[config.mk]
export PLATFORM = sky130hd
export DESIGN_NAME = ctrl_fsm
export DESIGN_NICKNAME = d
export VERILOG_FILES = /design/src/rtl/cpu_defs.sv /design/src/rtl/ctrl_decode.sv /design/src/rtl/ctrl_fsm.sv
export SDC_FILE = /design/constraint.sdc
export NUM_CORES = 1
export LEC_CHECK = 0
export BUFFER_PORTS_ARGS = -buffer_cell sky130_fd_sc_hd__buf_2
export CAP_MARGIN = 40
export CORE_MARGIN = 10
export CORE_UTILIZATION = 50
export CTS_CLUSTER_DIAMETER = 30
export DETAILED_ROUTE_END_ITERATION = 7
export PLACE_DENSITY = 0.88
export SLEW_MARGIN = 30
export SYNTH_ARGS = -nofsm -noshare
export SYNTH_HDL_FRONTEND = slang
export SYNTH_HIERARCHICAL = 1
export SYNTH_SLANG_ARGS = --single-unit
export TNS_END_PERCENT = 100
[constraint.sdc]
create_clock -name clk -period 1.98 [get_ports clk]
set_input_delay 0.297 -clock clk [delete_from_list [all_inputs] [get_ports clk]]
set_output_delay 0.297 -clock clk [all_outputs]
set_load 0.005 [all_outputs]
[src/rtl/cpu_defs.sv]
// Shared definitions for the multi-cycle CPU control path: opcodes, state
// encodings, PC control codes and ALU function codes.
package cpu_defs;

   localparam int OP_WIDTH  = 5;
   localparam int ALU_WIDTH = 3;

   // Controller states; the encoding is visible on debug probes, keep it fixed.
   typedef enum logic [2:0] {
      S_IDLE   = 3'd0,
      S_FETCH1 = 3'd1,
      S_FETCH2 = 3'd2,
      S_DECODE = 3'd3,
      S_EXEC   = 3'd4,
      S_MEM    = 3'd5,
      S_WB     = 3'd6,
      S_HALT   = 3'd7
   } state_t;

   // Opcodes as found in IR[15:11].
   localparam logic [4:0] OP_NOP  = 5'b00000;
   localparam logic [4:0] OP_ADD  = 5'b00001;
   localparam logic [4:0] OP_SUB  = 5'b00010;
   localparam logic [4:0] OP_AND  = 5'b00011;
   localparam logic [4:0] OP_MOV  = 5'b00100;
   localparam logic [4:0] OP_LDA  = 5'b00101;
   localparam logic [4:0] OP_STA  = 5'b00110;
   localparam logic [4:0] OP_JMP  = 5'b00111;
   localparam logic [4:0] OP_JZ   = 5'b01000;
   localparam logic [4:0] OP_JC   = 5'b01001;
   localparam logic [4:0] OP_HALT = 5'b11111;

   // PC control codes; 10 is unused and behaves as hold in the PC.
   localparam logic [1:0] PC_HOLD = 2'b00;
   localparam logic [1:0] PC_INC  = 2'b01;
   localparam logic [1:0] PC_LOAD = 2'b11;

   // ALU function select codes.
   localparam logic [2:0] ALU_ADD  = 3'b000;
   localparam logic [2:0] ALU_SUB  = 3'b001;
   localparam logic [2:0] ALU_AND  = 3'b010;
   localparam logic [2:0] ALU_PASS = 3'b011;

   // True when the opcode belongs to the implemented instruction set.
   function automatic logic op_defined(input logic [4:0] op);
      logic ok;
      case (op)
         OP_NOP, OP_ADD, OP_SUB, OP_AND, OP_MOV, OP_LDA,
         OP_STA, OP_JMP, OP_JZ, OP_JC, OP_HALT: ok = 1'b1;
         default:                               ok = 1'b0;
      endcase
      return ok;
   endfunction

endpackage

[src/rtl/ctrl_decode.sv]
// Output decoder for the control FSM: maps the current state, the latched
// opcode and the ALU flags onto every datapath strobe. Purely combinational.
module ctrl_decode
   import cpu_defs::*;
#(
   parameter int OP_W  = OP_WIDTH,
   parameter int ALU_W = ALU_WIDTH
) (
   input  logic [2:0]       state,
   input  logic [OP_W-1:0]  op_q,
   input  logic [OP_W-1:0]  ir_opcode,
   input  logic             zero_flag,
   input  logic             carry_flag,
   output logic             en_ir,
   output logic             en_pc,
   output logic [1:0]       pc_ctrl,
   output logic             en_ram_out,
   output logic             en_ram_in,
   output logic             en_alu,
   output logic [ALU_W-1:0] alu_func,
   output logic             en_reg,
   output logic             busy,
   output logic             halted,
   output logic             illegal_op
);

   // Strobe decode: every output defaults to inactive, each state raises its own.
   always_comb begin
      en_ir      = 1'b0;
      en_pc      = 1'b0;
      pc_ctrl    = PC_HOLD;
      en_ram_out = 1'b0;
      en_ram_in  = 1'b0;
      en_alu     = 1'b0;
      alu_func   = {ALU_W{1'b0}};
      en_reg     = 1'b0;
      illegal_op = 1'b0;
      busy       = (state != S_IDLE) && (state != S_HALT);
      halted     = (state == S_HALT);
      case (state)
         S_FETCH1: begin
            en_ram_out = 1'b1;
            en_ir      = 1'b1;
         end
         S_FETCH2: begin
            en_pc   = 1'b1;
            pc_ctrl = PC_INC;
         end
         S_DECODE: begin
            // The IR is live here; op_q only captures it at the end of DECODE.
            if (!op_defined(ir_opcode)) begin
               illegal_op = 1'b1;
            end else begin
               illegal_op = 1'b0;
            end
         end
         S_EXEC: begin
            case (op_q)
               OP_ADD: begin
                  en_alu   = 1'b1;
                  alu_func = ALU_ADD;
               end
               OP_SUB: begin
                  en_alu   = 1'b1;
                  alu_func = ALU_SUB;
               end
               OP_AND: begin
                  en_alu   = 1'b1;
                  alu_func = ALU_AND;
               end
               OP_MOV: begin
                  en_alu   = 1'b1;
                  alu_func = ALU_PASS;
               end
               OP_JMP: begin
                  en_pc   = 1'b1;
                  pc_ctrl = PC_LOAD;
               end
               OP_JZ: begin
                  if (zero_flag) begin
                     en_pc   = 1'b1;
                     pc_ctrl = PC_LOAD;
                  end else begin
                     en_pc   = 1'b0;
                     pc_ctrl = PC_HOLD;
                  end
               end
               OP_JC: begin
                  if (carry_flag) begin
                     en_pc   = 1'b1;
                     pc_ctrl = PC_LOAD;
                  end else begin
                     en_pc   = 1'b0;
                     pc_ctrl = PC_HOLD;
                  end
               end
               default: begin
                  en_alu = 1'b0;
               end
            endcase
         end
         S_MEM: begin
            case (op_q)
               OP_LDA:  en_ram_out = 1'b1;
               OP_STA:  en_ram_in  = 1'b1;
               default: en_ram_out = 1'b0;
            endcase
         end
         S_WB: begin
            en_reg = 1'b1;
         end
         default: begin
            en_ir = 1'b0;
         end
      endcase
   end

endmodule

[src/rtl/ctrl_fsm.sv]
// Multi-cycle CPU control unit: sequences fetch, decode, execute, memory and
// writeback. Holds the state register and latched opcode; strobes come from
// ctrl_decode so they follow the state asynchronously, including on reset.
module ctrl_fsm
   import cpu_defs::*;
#(
   parameter int OP_W  = OP_WIDTH,
   parameter int ALU_W = ALU_WIDTH
) (
   input  logic             clk,
   input  logic             rst,
   input  logic             en,
   input  logic [OP_W-1:0]  ir_opcode,
   input  logic             zero_flag,
   input  logic             carry_flag,
   output logic             en_ir,
   output logic             en_pc,
   output logic [1:0]       pc_ctrl,
   output logic             en_ram_out,
   output logic             en_ram_in,
   output logic             en_alu,
   output logic [ALU_W-1:0] alu_func,
   output logic             en_reg,
   output logic             busy,
   output logic             halted,
   output logic             illegal_op
);

   state_t          state_q;
   state_t          next_state;
   state_t          boundary;
   logic [OP_W-1:0] op_q;

   // State register and opcode latch; reset drops straight back to IDLE.
   always_ff @(posedge clk or negedge rst) begin
      if (!rst) begin
         state_q <= S_IDLE;
         op_q    <= {OP_W{1'b0}};
      end else begin
         state_q <= next_state;
         if (state_q == S_DECODE) begin
            op_q <= ir_opcode;
         end
      end
   end

   // Next-state logic; instructions always run to completion before en is honoured.
   always_comb begin
      boundary   = en ? S_FETCH1 : S_IDLE;
      next_state = state_q;
      case (state_q)
         S_IDLE: begin
            if (en) begin
               next_state = S_FETCH1;
            end else begin
               next_state = S_IDLE;
            end
         end
         S_FETCH1: next_state = S_FETCH2;
         S_FETCH2: next_state = S_DECODE;
         S_DECODE: begin
            case (ir_opcode)
               OP_NOP:  next_state = boundary;
               OP_HALT: next_state = S_HALT;
               OP_ADD, OP_SUB, OP_AND, OP_MOV,
               OP_JMP, OP_JZ, OP_JC:
                        next_state = S_EXEC;
               OP_LDA, OP_STA:
                        next_state = S_MEM;
               default: next_state = boundary;
            endcase
         end
         S_EXEC: begin
            case (op_q)
               OP_ADD, OP_SUB, OP_AND, OP_MOV:
                        next_state = S_WB;
               default: next_state = boundary;
            endcase
         end
         S_MEM: begin
            case (op_q)
               OP_LDA:  next_state = S_WB;
               default: next_state = boundary;
            endcase
         end
         S_WB:    next_state = boundary;
         S_HALT:  next_state = S_HALT;
         default: next_state = S_IDLE;
      endcase
   end

   ctrl_decode #(
      .OP_W  (OP_W),
      .ALU_W (ALU_W)
   ) u_decode (
      .state      (state_q),
      .op_q       (op_q),
      .ir_opcode  (ir_opcode),
      .zero_flag  (zero_flag),
      .carry_flag (carry_flag),
      .en_ir      (en_ir),
      .en_pc      (en_pc),
      .pc_ctrl    (pc_ctrl),
      .en_ram_out (en_ram_out),
      .en_ram_in  (en_ram_in),
      .en_alu     (en_alu),
      .alu_func   (alu_func),
      .en_reg     (en_reg),
      .busy       (busy),
      .halted     (halted),
      .illegal_op (illegal_op)
   );

endmodule

==> load_flow_metrics.sql, run 1 <==
INSERT INTO impl_metrics (metric_group, metric, value, unit) VALUES
('setup_path', 'cp_data_required_time', '1.68', 'ns'),
('synthesis', 'synth.top_cells.by_area', 'sky130_fd_sc_hd__dfrtp_1 25%, sky130_fd_sc_hd__mux2_2 8.3%, sky130_fd_sc_hd__a21oi_1 4.3%, sky130_fd_sc_hd__o21ai_1 3.7%, sky130_fd_sc_hd__nor2_1 3.2%', ''),
('synthesis', 'syn_nets', '107', ''),
('synthesis', 'synth.most_common_cell', 'sky130_fd_sc_hd__dfrtp_1', ''),
('setup_path', 'critical_path_peak_fanout', '3', ''),
('drt', 'number_of_vias_after_detailed_routing', '829', ''),
('setup_path', 'worst-path-buf-inv', '1', ''),
('clocking', 'h-tree-depth', '1', ''),
('grt', 'grt_pass1_vias', '771', ''),
('timing', 'final_critical_path_setup_slack', '-0.0207', 'ns'),
('place', 'dp_cells', '132', ''),
('synthesis', 'synthesis.area_per_instance', '8.42', 'sq um'),
('power_and_ir_drop', 'tot_pwr', '1.39', 'mW'),
('run_status', 'run_status', 'finished, violations left', ''),
('clocking', 'cts_root_buf', 'sky130_fd_sc_hd__clkbuf_4', ''),
('setup_path', 'worst_setup_path_end_kind', 'primary output', ''),
('clocking', 'clock_tree.buffer_depth', '2', ''),
('timing', 'finalHoldWorstSlack', '0.314', 'ns'),
('drt', 'drc_violation_count_after_routing', '0', ''),
('floorplan', 'placeable_area', '0.00152', 'sq mm'),
('layout', 'post_layout_cell_count', '138', ''),
('setup_path', 'r2r_setup_slack', '0.47', 'ns'),
('setup_path', 'timing.critical_path.arrival', '1.70', 'ns'),
('setup_path', 'critical-path-top-delay-family', 'simple AND/OR/NAND/NOR gates', ''),
('timing', 'final_setup_violating_endpoints', '1', ''),
('synthesis', 'synth.yosys.seq_area_share', '24.5', '%'),
('synthesis', 'edff_count_synth', '0', ''),
('place', 'io_buffers', '22', ''),
('grt', 'grt_antenna_before_repair', '0', ''),
('timing', 'final_min_period_over_clock_period', '101', '%'),
('layout', 'antenna_cells_inserted', '0', ''),
('grt', 'grt_util_all_layers', '12.1', '%'),
('setup_path', 'max_incr_delay_on_cp', '0.54', 'ns'),
('synthesis', 'post_synth_most_frequent_cells', '8 x sky130_fd_sc_hd__dfrtp_1, 7 x sky130_fd_sc_hd__a21oi_1, 7 x sky130_fd_sc_hd__nor2_1', ''),
('synthesis', 'synthArstFlopShare', '100', '%'),
('clocking', 'worst_skew_pair.late_latency', '0.24', 'ns'),
('synthesis', 'count_of_different_cell_masters_after_synthesis', '42', ''),
('setup_path', 'cp_cell_sequence', 'or4b_4 -> or2_4 -> nor3_2 -> buf_2', ''),
('drt', 'drt_pass1_iterations', '4', ''),
('grt', 'largest_net_degree_at_the_start_of_global_routing', '17', ''),
('floorplan', 'starting_density', '53.6', '%'),
('drt', 'route.antenna.remaining_nets', '0', ''),
('synthesis', 'yosys_warnings', '6', ''),
('power_and_ir_drop', 'pwr_density_cell', '1430', 'mW/mm^2'),
('timing', 'hold_viol', '0', ''),
('place', 'detailedPlacementHpwl', '1570', 'um'),
('clocking', 'worst_path_clk_slew', '0.05', 'ns'),
('power_and_ir_drop', 'ir_worst_vdd', '1080', 'uV'),
('setup_path', 'startpoint_type', 'flop', ''),
('timing', 'totalNegativeSetupSlack', '-0.0207', 'ns'),
('run_status', 'violations', 'negative setup slack', ''),
('synthesis', 'library_cell_with_the_largest_summed_area_after_synthesis', 'sky130_fd_sc_hd__dfrtp_1', ''),
('place', 'place.gp.congestion', '0.808', ''),
('setup_path', 'critical_path_class', 'flop to primary output', ''),
('drt', 'wl_per_cell', '15.4', 'um'),
('min_path', 'hold_path_class', 'input port to flop', ''),
('clocking', 'tritoncts', 'yes', ''),
('floorplan', 'die_y', '60.4', 'um'),
('layout', 'layout-drive-gt1-share', '39.3', '%'),
('timing', 'fmax', '0.500', 'GHz'),
('layout', 'final_design_utilization', '64.0', '%'),
('drt', 'drt_first_iter_violations', '29', ''),
('grt', 'grt-ovfl-total', '0', ''),
('clocking', 'cts_buffers', '3', ''),
('layout', 'fin_nets', '134', ''),
('grt', 'grt_first_pass_wirelength', '3570', 'um'),
('clocking', 'cts.sink_count', '8', ''),
('synthesis', 'mappedNetlistArea', '817', 'sq um'),
('power_and_ir_drop', 'static-leakage-power', '0.437', 'nW'),
('setup_path', 'cp_slowest_cell', 'sky130_fd_sc_hd__or4b_4', ''),
('synthesis', 'synth_top_area_share', '24.5', '%');
[sequential cells by signal (all words and copies together), names as in the netlist]
register and cells:
state_q 3, op_q 5
[timing repair]
action                                  in CTS  in global routing
pin swaps                                    0                  0
buffers inserted                             1                  1
hold endpoints to repair                     8                  0
gates resized for setup                      1                  0
hold buffers                                 1                  0
endpoints found under the setup margin       3                  3
[path summary, 6_finish.rpt]
path / from / cells after the start / endpoint
min in group asynchronous: rst / 2 / state_q[2]
hold / removal: en / 3 / state_q[0]
setup / recovery: op_q[4] / 4 / alu_func[0]
setup reg to reg: op_q[4] / 7 / state_q[0]
hold reg to reg: state_q[2] / 2 / state_q[1]
max in group asynchronous: rst / 2 / op_q[3]
[cell families (layout without fill, tap and decap cells)]
| kind of cell | count (synthesis) | count (layout) | share of synthesized area [%] |
|---|---|---|---|
| XOR/XNOR | 3 | 3 | 3.22 |
| buffers and inverters | 8 | 33 | 7.04 |
| flip-flops | 8 | 8 | 24.5 |
| multiplexers | 6 | 6 | 8.27 |
| AO/OA/AOI/OAI | 28 | 28 | 23.4 |
| AND/OR/NAND/NOR | 43 | 43 | 33.1 |
| other | 1 | 1 | 0.459 |
[layout by cell type (no fill, tap or decap), types with 3 or more instances in the layout]
master | synthesis | final
sky130_fd_sc_hd__a21oi_1 | 7 | 7
sky130_fd_sc_hd__and3_1 | 3 | 3
sky130_fd_sc_hd__buf_2 | 1 | 22
sky130_fd_sc_hd__buf_4 | 3 | 6
sky130_fd_sc_hd__clkbuf_4 | 0 | 3
sky130_fd_sc_hd__dfrtp_1 | 8 | 8
sky130_fd_sc_hd__mux2_2 | 6 | 6
sky130_fd_sc_hd__nand2_1 | 5 | 5
sky130_fd_sc_hd__nand2b_1 | 4 | 4
sky130_fd_sc_hd__nor2_1 | 7 | 7
sky130_fd_sc_hd__nor3_1 | 5 | 5
sky130_fd_sc_hd__o21a_1 | 3 | 3
sky130_fd_sc_hd__o21ai_1 | 6 | 6
[layout make-up]
type | instances | area [sq um]
Clock buffer | 3 | 22.5
Sequential cell | 8 | 200
Timing Repair Buffer | 29 | 165
Fill cell | 143 | 549
Multi-Input combinational cell | 81 | 563
Inverter | 1 | 3.75
Tap cell | 16 | 20.0
[stage by stage]
stage,setup slack [ns],cell area [sq um]
finish,-0.0207,975
global route,-0.0894,975
floorplan,0.245,817
CTS,-0.0342,967
detailed placement,0.170,923
global placement,0.239,923
[tightest hold or removal path, delay by kind of cell]
| kind | cells | cell delay, ns |
|---|---|---|
| AOI/OAI and AO/OA | 1 | 0.06 |
| buffers and inverters | 2 | 0.16 |
[power breakdown]
group,internal [mW],leakage (nW),switching (mW)
logic,0.444,0.328,0.467
registers,0.248,0.0951,0.118
clock network,0.0690,0.0138,0.0498
[routing by layer]
metal  part of all wire (%)  vias to the layer above  global-route usage, %
met5                      0                        -                      0
met4                   0.38                        0                   4.39
met3                    9.6                        2                   3.34
met2                     45                       24                   18.4
met1                     45                      397                   16.0
li1                       -                      406                      -
Power figures use the tool's default switching activity.
==> run 2, diff against run 1 <==
- REMOVE_ABC_BUFFERS: unset -> 1
==> load_flow_metrics.sql, run 2 (synthesized netlist as in run 1, its figures left out) <==
INSERT INTO impl_metrics (metric_group, metric, value, unit) VALUES
('setup_path', 'r2r-start', 'op_q[4]', ''),
('layout', 'largest_registers', 'op_q (5), state_q (3)', ''),
('clocking', 'clock_tree.buffer_depth', '2', ''),
('setup_path', 'cp_slowest_cell', 'sky130_fd_sc_hd__or4b_4', ''),
('layout', 'n_fill_cell', '124', ''),
('clocking', 'worst_path_clk_slew', '0.06', 'ns'),
('setup_path', 'cp_cell_sequence', 'or4b_4 -> or2_4 -> nor3_4 -> buf_2', ''),
('power_and_ir_drop', 'static-leakage-power', '0.446', 'nW'),
('layout', 'antenna_cells_inserted', '0', ''),
('setup_path', 'timing.critical_path.arrival', '1.72', 'ns'),
('grt', 'grt.met2_usage', '23.7', '%'),
('power_and_ir_drop', 'power_switching_share', '47.1', '%'),
('grt', 'top_usage_layer', 'met2', ''),
('timing', 'final_critical_path_setup_slack', '-0.0321', 'ns'),
('clocking', 'cts_root_buf', 'sky130_fd_sc_hd__clkbuf_4', ''),
('floorplan', 'placeable_area', '0.00152', 'sq mm'),
('grt', 'grt_pass1_vias', '867', ''),
('setup_path', 'max_incr_delay_on_cp', '0.54', 'ns'),
('grt', 'gr-usage-met1', '14.3', '%'),
('drt', 'drt_pass1_iterations', '4', ''),
('power_and_ir_drop', 'p_int', '775', 'uW'),
('grt', 'grt-ovfl-total', '0', ''),
('clocking', 'worst_skew_pair.late_latency', '0.26', 'ns'),
('place', 'placedInstanceArea', '931', 'sq um'),
('timing', 'final_setup_violating_endpoints', '1', ''),
('place', 'place_worst_setup_slack', '0.162', 'ns'),
('flow_run', 'max_cap_viol_count', '0', ''),
('run_status', 'violations', 'negative setup slack', ''),
('power_and_ir_drop', 'seqPwrFrac', '23.4', '%'),
('drt', 'number_of_vias_after_detailed_routing', '856', ''),
('drt', 'route.antenna.remaining_nets', '0', ''),
('setup_path', 'startpoint_type', 'flop', ''),
('setup_path', 'rr_worst_depth', '7', ''),
('layout', 'layout-drive-gt1-share', '39.8', '%'),
('floorplan', 'std_cell_rows', '14', ''),
('place', 'io_buffers', '22', ''),
('setup_path', 'r2r-end', 'state_q[0]', ''),
('clocking', 'cts_buffers', '3', ''),
('layout', 'max_flop_register', 'op_q', ''),
('floorplan', 'die_y', '60.4', 'um'),
('power_and_ir_drop', 'power_frac_comb', '67.9', '%'),
('timing', 'final_max_slew_violation_count', '0', ''),
('min_path', 'hold_path_class', 'input port to flop', ''),
('power_and_ir_drop', 'ir_worst_vdd', '1250', 'uV'),
('layout', 'layout.area.seq', '200', 'sq um'),
('grt', 'largest_net_degree_at_the_start_of_global_routing', '17', ''),
('setup_path', 'setup.worst_path.start', 'state_q[1]', ''),
('layout', 'commonest_non_fill_non_tap_cell_in_the_layout', 'sky130_fd_sc_hd__buf_2', ''),
('drt', 'drt_wl_total', '2340', 'um'),
('grt', 'grt_first_pass_wirelength', '3950', 'um'),
('drt', 'drt_first_iter_violations', '24', ''),
('layout', 'finish.instance_area', '988', 'sq um'),
('timing', 'final.setup_skew', '0.00999', 'ns'),
('setup_path', 'endpoint', 'alu_func[0]', ''),
('layout', 'fin_nets', '135', ''),
('floorplan', 'io-pin-count', '24', ''),
('setup_path', 'cp_data_required_time', '1.68', 'ns'),
('place', 'place.gp.congestion', '0.759', ''),
('run_status', 'run_status', 'finished, violations left', ''),
('drt', 'wl_per_cell', '16.8', 'um'),
('floorplan', 'floorplan.die_area', '0.00365', 'sq mm'),
('floorplan', 'floorplan.die.width', '60.4', 'um'),
('layout', 'number_of_flip_flops_in_the_largest_register', '5', ''),
('timing', 'hold_viol', '0', ''),
('clocking', 'h-tree-depth', '1', ''),
('layout', 'multi_input_area', '569', 'sq um'),
('clocking', 'cts.sink_count', '8', ''),
('timing', 'fmax', '0.497', 'GHz'),
('setup_path', 'worst_setup_path_end_kind', 'primary output', ''),
('timing', 'final_min_period_over_clock_period', '102', '%'),
('layout', 'layout_common_cells', '22 x sky130_fd_sc_hd__buf_2, 8 x sky130_fd_sc_hd__dfrtp_1, 7 x sky130_fd_sc_hd__nor2_1, 7 x sky130_fd_sc_hd__a21oi_1, 7 x sky130_fd_sc_hd__buf_4', ''),
('min_path', 'worstHoldPathCells', '3', ''),
('setup_path', 'r2r_setup_slack', '0.32', 'ns'),
('timing', 'finalCriticalPeriod', '2.01', 'ns'),
('grt', 'grt_antenna_before_repair', '0', ''),
('drt', 'drc_violation_count_after_routing', '0', ''),
('drt', 'vias_per_cell', '6.16', ''),
('setup_path', 'critical_path_peak_fanout', '3', ''),
('grt', 'global_route.usage.met3', '3.34', '%'),
('power_and_ir_drop', 'p_switching', '691', 'uW'),
('floorplan', 'starting_density', '53.6', '%'),
('power_and_ir_drop', 'pwr_density_cell', '1480', 'mW/mm^2'),
('timing', 'rsz_0062_raised_after_global_routing', 'yes', ''),
('clocking', 'tritoncts', 'yes', ''),
('layout', 'area_growth', '21.0', '%'),
('place', 'detailedPlacementHpwl', '1730', 'um'),
('setup_path', 'critical_path_class', 'flop to primary output', ''),
('power_and_ir_drop', 'share_of_power_burned_in_the_clock_network', '8.7', '%'),
('grt', 'grt_util_all_layers', '14.0', '%');
## run 2: worst max-delay path, delay by kind of cell, from the launching register on
| kind | cells | cell delay (ns) |
|---|---|---|
| flip-flops | 1 | 0.37 |
| buffers and inverters | 1 | 0.14 |
| AND/OR/NAND/NOR | 3 | 0.94 |
## run 2: power groups by stage
| stage | sequential (mW) | combinational [mW] | clock (mW) |
|---|---|---|---|
| 2_1_floorplan | 0.427 | 0.504 | 0 |
| 5_1_grt | 0.361 | 1.09 | 0.140 |
| 4_1_cts | 0.338 | 0.956 | 0.130 |
| 3_3_place_gp | 0.335 | 0.879 | 0 |
| 6_report | 0.343 | 0.995 | 0.128 |
| 3_5_place_dp | 0.345 | 0.922 | 0 |
## run 2: layout make-up
class | instances | area share [%]
Sequential cell | 8 | 20.3
Tap cell | 16 | 2.03
Timing Repair Buffer | 30 | 17.5
Clock buffer | 3 | 2.28
Inverter | 1 | 0.380
Multi-Input combinational cell | 81 | 57.6
## run 2: layer usage
metal  wire length [um]  vias to the layer above
li1                   -                      408
met1                912                      416
met2               1260                       25
met3                 97                        7
met4                 66                        0
met5                  0                        -
## run 2: worst min-delay path by stage
stage	endpoint	start	slack (ns)
finish	state_q[0]	en	0.36
global route	state_q[0]	en	0.35
CTS	state_q[0]	en	0.37
global placement	op_q[0]	rst	0.14
floorplan	op_q[0]	rst	0.001
detailed placement	op_q[0]	rst	0.15
## run 2: timing repair
item	CTS	global route
setup buffers	1	1
hold endpoints to repair	8	0
hold buffers	1	0
resized for setup	1	1
pin swaps	0	4
setup endpoints to repair	3	5
## run 2: stage by stage
step	hold WS [ns]	instances	setup TNS [ns]	util, %	power, mW
after CTS	0.367	138	-0.0738	64.0	1.42
after global placement	0.142	133	0	61.1	1.21
after global routing	0.355	139	-0.300	64.9	1.59
final	0.364	139	-0.0321	64.9	1.47
after floorplan	0.00141	90	0	-	0.931
after detailed placement	0.147	133	0	61.1	1.27
==> run 3, diff against run 2 <==
==> constraint.sdc (replaced) <==
create_clock -name clk -period 1.98 [get_ports clk]
set_input_delay 0.297 -clock clk [delete_from_list [all_inputs] [get_ports clk]]
set_output_delay 0.297 -clock clk [all_outputs]
set_load 0.01 [all_outputs]
==> load_flow_metrics.sql, run 3 (synthesized netlist as in run 1, its figures left out) <==
INSERT INTO impl_metrics (metric_group, metric, value, unit) VALUES
('timing', 'hold_viol', '0', ''),
('timing', 'rsz_0062_raised_after_global_routing', 'yes', ''),
('layout', 'layout_common_cells', '22 x sky130_fd_sc_hd__buf_2, 8 x sky130_fd_sc_hd__dfrtp_1, 7 x sky130_fd_sc_hd__nor2_1, 7 x sky130_fd_sc_hd__a21oi_1', ''),
('layout', 'n_fill_cell', '124', ''),
('drt', 'drc_violation_count_after_routing', '0', ''),
('floorplan', 'placeable_area', '0.00152', 'sq mm'),
('place', 'detailedPlacementHpwl', '1720', 'um'),
('clocking', 'clock_tree.buffer_depth', '2', ''),
('flow_run', 'max_cap_viol_count', '0', ''),
('setup_path', 'critical_path_class', 'flop to primary output', ''),
('power_and_ir_drop', 'static-leakage-power', '0.443', 'nW'),
('grt', 'grt_antenna_before_repair', '0', ''),
('power_and_ir_drop', 'p_int', '764', 'uW'),
('clocking', 'h-tree-depth', '1', ''),
('setup_path', 'critical-path-top-delay-family', 'simple AND/OR/NAND/NOR gates', ''),
('layout', 'commonest_non_fill_non_tap_cell_in_the_layout', 'sky130_fd_sc_hd__buf_2', ''),
('min_path', 'worstHoldPathCells', '3', ''),
('grt', 'grt_pass1_vias', '886', ''),
('power_and_ir_drop', 'p_switching', '723', 'uW'),
('drt', 'route.antenna.remaining_nets', '0', ''),
('floorplan', 'die_y', '60.4', 'um'),
('power_and_ir_drop', 'pwr_density_cell', '1520', 'mW/mm^2'),
('place', 'dp_cells', '133', ''),
('drt', 'wl_per_cell', '17.6', 'um'),
('setup_path', 'worst_setup_path_end_kind', 'primary output', ''),
('layout', 'layout.area.seq', '200', 'sq um'),
('drt', 'drt_first_iter_violations', '21', ''),
('setup_path', 'r2r_setup_slack', '0.51', 'ns'),
('clocking', 'worst_skew_pair.late_latency', '0.27', 'ns'),
('clocking', 'cts.sink_count', '8', ''),
('timing', 'final_critical_path_setup_slack', '-0.108', 'ns'),
('timing', 'finalCriticalPeriod', '2.09', 'ns'),
('min_path', 'hold_end', 'state_q[0]', ''),
('timing', 'fmax', '0.479', 'GHz'),
('layout', 'max_flop_register', 'op_q', ''),
('layout', 'multi_input_area', '569', 'sq um'),
('grt', 'grt_util_all_layers', '14.4', '%'),
('layout', 'antenna_cells_inserted', '0', ''),
('timing', 'final_max_slew_violation_count', '0', ''),
('power_and_ir_drop', 'tot_pwr', '1.49', 'mW'),
('setup_path', 'cp_slowest_cell', 'sky130_fd_sc_hd__or4b_4', ''),
('timing', 'final_setup_violating_endpoints', '3', ''),
('place', 'io_buffers', '22', ''),
('timing', 'final.setup_skew', '0.0160', 'ns'),
('layout', 'largest_registers', 'op_q (5), state_q (3)', ''),
('min_path', 'hold_path_startpoint', 'en', ''),
('setup_path', 'cp_data_required_time', '1.68', 'ns'),
('timing', 'finalHoldWorstSlack', '0.368', 'ns'),
('setup_path', 'startpoint_type', 'flop', ''),
('floorplan', 'io-pin-count', '24', ''),
('place', 'place_worst_setup_slack', '0.140', 'ns'),
('power_and_ir_drop', 'power_switching_share', '48.6', '%'),
('layout', 'area_growth', '20.1', '%'),
('grt', 'grt_first_pass_wirelength', '4110', 'um'),
('layout', 'post_layout_cell_count', '138', ''),
('drt', 'drt_wl_total', '2420', 'um'),
('drt', 'number_of_vias_after_detailed_routing', '864', ''),
('setup_path', 'timing.critical_path.arrival', '1.79', 'ns'),
('clocking', 'tritoncts', 'yes', ''),
('setup_path', 'critical_path_peak_fanout', '3', ''),
('floorplan', 'floorplan.die.width', '60.4', 'um'),
('drt', 'drt_pass1_iterations', '4', ''),
('place', 'place.gp.congestion', '0.758', ''),
('setup_path', 'r2r-start', 'op_q[0]', ''),
('grt', 'largest_net_degree_at_the_start_of_global_routing', '17', ''),
('timing', 'final_min_period_over_clock_period', '105', '%'),
('setup_path', 'r2r-end', 'state_q[0]', ''),
('layout', 'fin_nets', '134', ''),
('clocking', 'worst_path_clk_slew', '0.07', 'ns'),
('clocking', 'cts_root_buf', 'sky130_fd_sc_hd__clkbuf_4', ''),
('setup_path', 'cp_cell_sequence', 'or4b_4 -> or2_4 -> nor3_4 -> buf_2', ''),
('layout', 'number_of_flip_flops_in_the_largest_register', '5', ''),
('power_and_ir_drop', 'power_frac_comb', '67.9', '%'),
('setup_path', 'worst-path-buf-inv', '1', ''),
('run_status', 'run_status', 'finished, violations left', ''),
('grt', 'grt-ovfl-total', '0', ''),
('floorplan', 'starting_density', '53.6', '%'),
('drt', 'vias_per_cell', '6.26', ''),
('power_and_ir_drop', 'share_of_power_burned_in_the_clock_network', '9.0', '%'),
('clocking', 'cts_buffers', '3', ''),
('power_and_ir_drop', 'seqPwrFrac', '23.1', '%'),
('floorplan', 'floorplan.die_area', '0.00365', 'sq mm'),
('power_and_ir_drop', 'ir_worst_vdd', '946', 'uV'),
('min_path', 'hold_path_class', 'input port to flop', ''),
('layout', 'layout-drive-gt1-share', '39.3', '%'),
('setup_path', 'rr_worst_depth', '6', ''),
('floorplan', 'std_cell_rows', '14', ''),
('setup_path', 'max_incr_delay_on_cp', '0.54', 'ns'),
('run_status', 'violations', 'negative setup slack', '');
[run 3: worst max path at each step]
stage                     startpoint          end  depth (start not counted)
after global routing         op_q[4]  alu_func[0]                          4
after CTS                    op_q[4]  alu_func[0]                          4
after global placement       op_q[4]  alu_func[0]                          4
after detailed placement     op_q[4]  alu_func[0]                          4
after floorplan           state_q[1]  alu_func[0]                          3
final                        op_q[4]  alu_func[0]                          4
[run 3: power groups by stage]
stage	sequential, mW	combinational, mW	clock, mW
2_1_floorplan	0.427	0.533	0
3_3_place_gp	0.335	0.910	0
3_5_place_dp	0.347	0.952	0
4_1_cts	0.339	0.982	0.135
5_1_grt	0.362	1.11	0.144
6_report	0.344	1.01	0.134
[run 3: final cells by class]
type / count / share of cell area (%)
Multi-Input combinational cell: 81 / 58.0
Sequential cell: 8 / 20.4
Timing Repair Buffer: 29 / 16.8
Clock buffer: 3 / 2.30
Tap cell: 16 / 2.04
Inverter: 1 / 0.383
[run 3: metal layers]
layer  vias up  track usage (%)  routed length [um]
met3         6             4.59                 170
li1        405                -                   -
met2        37             23.1                1300
met1       416             15.6                 889
met5         -                0                   0
met4         0             10.7                  63
[run 3: worst min-delay path: stages]
cell and delay (ns):
sky130_fd_sc_hd__buf_2 0.10, sky130_fd_sc_hd__inv_1 0.05, sky130_fd_sc_hd__o21ai_1 0.11
[run 3: what timing repair did]
item	in CTS	in global routing
resized for setup	1	1
setup endpoints to repair	3	5
hold endpoints to repair	8	0
hold buffers	1	0
buffers inserted	1	0
pin swaps	1	0
[run 3: metrics by stage]
step	area [sq um]	TNS, ns	util, %
floorplan	763	0	-
global placement	931	0	61.1
detailed placement	931	0	61.1
CTS	975	-0.118	64.0
global route	981	-0.452	64.4
finish	981	-0.150	64.4
